--- config.mk ---
export PLATFORM = sky130hd
export DESIGN_NAME = router_pkt_reg
export DESIGN_NICKNAME = d
export VERILOG_FILES = /design/src/rtl/router_pkt_reg.sv
export SDC_FILE = /design/constraint.sdc
export NUM_CORES = 1
export LEC_CHECK = 0
export CAP_MARGIN = 20
export CORE_ASPECT_RATIO = 1.75
export CORE_MARGIN = 4
export CORE_UTILIZATION = 30
export DETAILED_ROUTE_END_ITERATION = 10
export DONT_BUFFER_PORTS = 1
export PLACE_DENSITY_LB_ADDON = 0.2
export SETUP_SLACK_MARGIN = 0.1
export SYNTH_ARGS = -nofsm -noshare
export SYNTH_HDL_FRONTEND = slang
export SYNTH_SLANG_ARGS = --single-unit
--- constraint.sdc ---
create_clock -name clock -period 3.4 [get_ports clock]
set_input_delay 0.85 -clock clock [delete_from_list [all_inputs] [get_ports clock]]
set_output_delay 0.85 -clock clock [all_outputs]
set_load 0.03 [all_outputs]
--- src/rtl/router_pkt_reg.sv ---
// Packet register stage between the router FSM and the output FIFOs.
// It forwards header and payload bytes, parks one byte while the FIFO is full, and checks the packet checksum and length.
module router_pkt_reg #(
    parameter int DATA_W   = 8,
    parameter int ADDR_W   = 2,
    parameter int LEN_W    = DATA_W - ADDR_W,
    parameter int CHK_MODE = 0
) (
    input  logic              clock,
    input  logic              resetn,
    input  logic              pkt_valid,
    input  logic [DATA_W-1:0] data_in,
    input  logic              fifo_full,
    input  logic              detect_add,
    input  logic              lfd_state,
    input  logic              ld_state,
    input  logic              laf_state,
    input  logic              full_state,
    input  logic              rst_int_reg,
    output logic [DATA_W-1:0] dout,
    output logic              parity_done,
    output logic              low_pkt_valid,
    output logic              err,
    output logic              len_err,
    output logic [LEN_W-1:0]  pay_cnt
);

    localparam logic [LEN_W-1:0] CNT_MAX = '1;

    logic [DATA_W-1:0] header;
    logic [DATA_W-1:0] hold;
    logic [DATA_W-1:0] int_chk;
    logic [DATA_W-1:0] pkt_chk;

    logic new_pkt, lfd_e, ld_e, laf_e;

    function automatic logic [DATA_W-1:0] fold(input logic [DATA_W-1:0] a,
                                               input logic [DATA_W-1:0] b);
        if (CHK_MODE == 1) return a + b;
        else               return a ^ b;
    endfunction

    // State inputs should be one-hot; resolve any overlap by fixed priority.
    always_comb begin
        new_pkt = detect_add && pkt_valid;
        lfd_e   = lfd_state && !detect_add;
        ld_e    = ld_state && !detect_add && !lfd_state;
        laf_e   = laf_state && !detect_add && !lfd_state && !ld_state;
    end

    always_ff @(posedge clock or negedge resetn) begin
        if (!resetn) begin
            dout    <= '0;
            header  <= '0;
            hold    <= '0;
            int_chk <= '0;
            pkt_chk <= '0;
            pay_cnt <= '0;
        end else if (new_pkt) begin
            header  <= data_in;
            int_chk <= '0;
            pay_cnt <= '0;
        end else if (lfd_e) begin
            dout    <= header;
            int_chk <= fold(int_chk, header);
        end else if (ld_e) begin
            if (!fifo_full) dout <= data_in;
            else            hold <= data_in;
            if (pkt_valid && !full_state) begin
                int_chk <= fold(int_chk, data_in);
                if (pay_cnt != CNT_MAX) pay_cnt <= pay_cnt + 1'b1;
            end
            // The trailing checksum byte is captured but never folded or counted.
            if (!pkt_valid) pkt_chk <= data_in;
        end else if (laf_e) begin
            dout <= hold;
        end
    end

    always_ff @(posedge clock or negedge resetn) begin
        if (!resetn)
            low_pkt_valid <= 1'b0;
        else if (rst_int_reg)
            low_pkt_valid <= 1'b0;
        else if (ld_e && !pkt_valid)
            low_pkt_valid <= 1'b1;
    end

    always_ff @(posedge clock or negedge resetn) begin
        if (!resetn) begin
            parity_done <= 1'b0;
            err         <= 1'b0;
            len_err     <= 1'b0;
        end else if (new_pkt) begin
            parity_done <= 1'b0;
            err         <= 1'b0;
            len_err     <= 1'b0;
        end else begin
            if ((ld_e && !pkt_valid && !fifo_full) ||
                (laf_e && low_pkt_valid && !parity_done))
                parity_done <= 1'b1;
            // Compare one edge after the checksum lands, then keep refreshing.
            if (parity_done) begin
                err     <= (int_chk != pkt_chk);
                len_err <= (pay_cnt != header[DATA_W-1:ADDR_W]);
            end
        end
    end

endmodule
==> flow_metrics.tcl <==
set metrics [dict create \
    cp-end-kind "flip-flop" \
    grt_first_pass_wirelength_mm 11.2 \
    dr.pass1.iters 4 \
    ys_ff_latch 50 \
    tns_ns 0 \
    tightest_slew_ns 0.942 \
    status "finished clean" \
    gp_congestion 0.742 \
    yosys_warnings 0 \
    drtAntennaViolNets 0 \
    crit_chain "ha_1 -> nand3_1 -> o2111ai_2 -> or4_1 -> a21oi_1" \
    syn-cell-area_um2 2600 \
    path_class "flip-flop to flip-flop" \
    core_region_area_um2 8370 \
    worstPathArrival_ns 2.31 \
    ys_seq_area_frac 0.482 \
    startpoint_type "flip-flop" \
    max-slew-margin-rel 0.372 \
    worst_r2r_endpoint "pay_cnt[5]" \
    p_leak_uw 0.00118 \
    synth_cell_types 36 \
    grtUsageTotal 0.146 \
    drtIter0Drc 94 \
    wl_mm 6.97 \
    fin_worst_skew_ns 0.00727 \
    rsz0062_at_grt "no" \
    dieArea_um2 10300 \
    path_clk_slew_ns 0.07 \
    path_buf_inv 0 \
    drive_gt1_frac 0.154 \
    crit_family "simple AND/OR/NAND/NOR gates" \
    maxSlewViolCount 0 \
    hold_class "primary input to asynchronous set/reset pin" \
    initial_utilization 0.310 \
    synthArstFlopShare 1.00 \
    antenna_found_initial 0 \
    ys.flop_type "dfrtp_1" \
    crit-reg2reg-launch "pay_cnt[0]" \
    fin_crit_sh 0.616 \
    n_antenna_cell 0 \
    r2r_cells 5 \
    crit_start "pay_cnt[0]" \
    drc 0 \
    numCtsBuffers 5 \
    post-dp-hpwl_mm 4.93 \
    nets 265 \
    finalSetupViolations 0 \
    post-cts-setup-buffer-count 0 \
    reg2reg_slack_ns 1.31 \
    post_cts_resized 0 \
    final_hold_viol_count 0 \
    vias 1843 \
    fin_crit_ns 2.09 \
    worst-path-max-fanout 8 \
    synth_edf_count 0 \
    place_area_um2 2700 \
    synth_cells 250 \
    insertion_delay_ns 0.30 \
    die_h_um 131 \
    vdd_drop_max_mv 0.192 \
    num-fill-cells 866 \
    viasPerCell 5.09 \
    wl_per_cell_um 19.3 \
    drv_cap 0 \
    synth_nets 269 \
    areaGrowthSynthToFinish_pct 10.2 \
    cp_slowest_stage_delay_ns 0.56 \
    postCtsHoldBufs 0 \
    cts.sinks 50 \
    utilization 0.342 \
    max_freq_mhz 477 \
    cts.htree.levels 2 \
    power-per-cell-area_nw_per_um2 578 \
    crit_slowest_cell "dfrtp_1" \
    postSynthAreaPerCell_um2 10.4 \
    layout.cells.non_filler 362 \
    numPortBuffers 0 \
    pin_count 36 \
    clock_path_buffers 2 \
    grt_pass1_vias 1945 \
    die_w_um 78.3 \
    cts_root_buffer "clkbuf_16" \
    grt_max_degree 51 \
    cts_tree "done" \
    design_area_um2 2860 \
    grt-ovfl-total 0 \
    dp.cells 354 \
    num_rows 44 \
    required_ns 3.61 \
]
[metal layers]
metal	vias up	GRT usage	routed length, um
li1	886	-	-
met1	909	0.160	2640
met2	43	0.264	3760
met4	0	0.0556	105
met3	5	0.0458	464
met5	-	0	0
[layout by cell type, fill, tap and decap left out, types with 2 or more instances in the layout]
cell       Yosys  routed
a2111o_1       8       8
a21oi_1       20      20
a22oi_1        8       8
a31oi_1        2       2
and2b_1        3       3
buf_4          2       2
clkbuf_16      0       5
clkbuf_8       0       3
dfrtp_1       50      50
mux2_2        24      24
mux2i_1        9       9
nand2_1       35      35
nand3_1        3       3
nand4_1        2       2
nor2_1         7       7
nor2b_1       12      12
nor3_1         2       2
o21ai_0       19      19
o31ai_1        2       2
or3_1          2       2
xnor2_1        9       9
xor2_1         6       6
[area by class of cell]
cell class | instances | area (um2) | area share
clock buffers | 8 | 166 | 0.0581
inverters | 1 | 3.75 | 0.00131
flip-flops and latches | 50 | 1250 | 0.437
well taps | 115 | 144 | 0.0503
repair buffers | 2 | 15.0 | 0.00524
multi-input cells | 186 | 1280 | 0.448
[Yosys cell counts (all sizes together) (2+ instances only)]
cell	n	area share
and2b	3	0.0087
mux2i	9	0.035
nand4	2	0.0048
dfrtp	50	0.48
nor3	2	0.0039
xnor2	9	0.030
nor2b	12	0.029
nand2	35	0.051
xor2	6	0.020
buf	5	0.012
o21ai	20	0.039
o31ai	2	0.0058
a22oi	8	0.023
a21oi	20	0.039
clkbuf	8	0.012
a31oi	2	0.0048
a2111o	8	0.035
mux2	24	0.10
nor2	8	0.013
nand3	3	0.0058
or3	2	0.0048
[per-stage QoR]
step / total power, uW / setup WS, ns / hold slack, ns
after floorplan: 1050 / 1.24 / 0.468
after global placement: 1110 / 1.13 / 0.510
after detailed placement: 1120 / 1.12 / 0.517
after CTS: 1680 / 1.28 / 0.234
after global routing: 1740 / 1.19 / 0.227
final: 1660 / 1.31 / 0.244
[cells by family (layout without fill, tap and decap cells)]
logic type,Yosys count,in the layout,share of synthesized area
AOI/OAI and AO/OA,63,63,0.157
xor gates and xnor gates,15,15,0.0506
adders and majority gates,1,1,0.00482
buffers and inverters,14,11,0.0246
DFF,50,50,0.482
muxes,33,33,0.139
and+or+nand+nor,74,74,0.143
[worst max path at each step]
stage	end	slack, ns	cells after the start
final	pay_cnt[5]	1.31	5
after floorplan	pkt_chk[0]	1.24	4
after detailed placement	dout[1]	1.12	4
after CTS	pay_cnt[5]	1.28	5
after global placement	dout[4]	1.13	4
after global routing	pay_cnt[5]	1.19	5
[state kept, by name (all words and copies together) (netlist names)]
signal,flops
hold,8
len_err,1
dout,8
pkt_chk,8
low_pkt_valid,1
int_chk,8
err,1
header,8
parity_done,1
pay_cnt,6
[power by group]
part           internal, uW  switching (uW)
Sequential              699             161
Combinational           138             103
Clock                   334             221
Power figures use the tool's default switching activity.
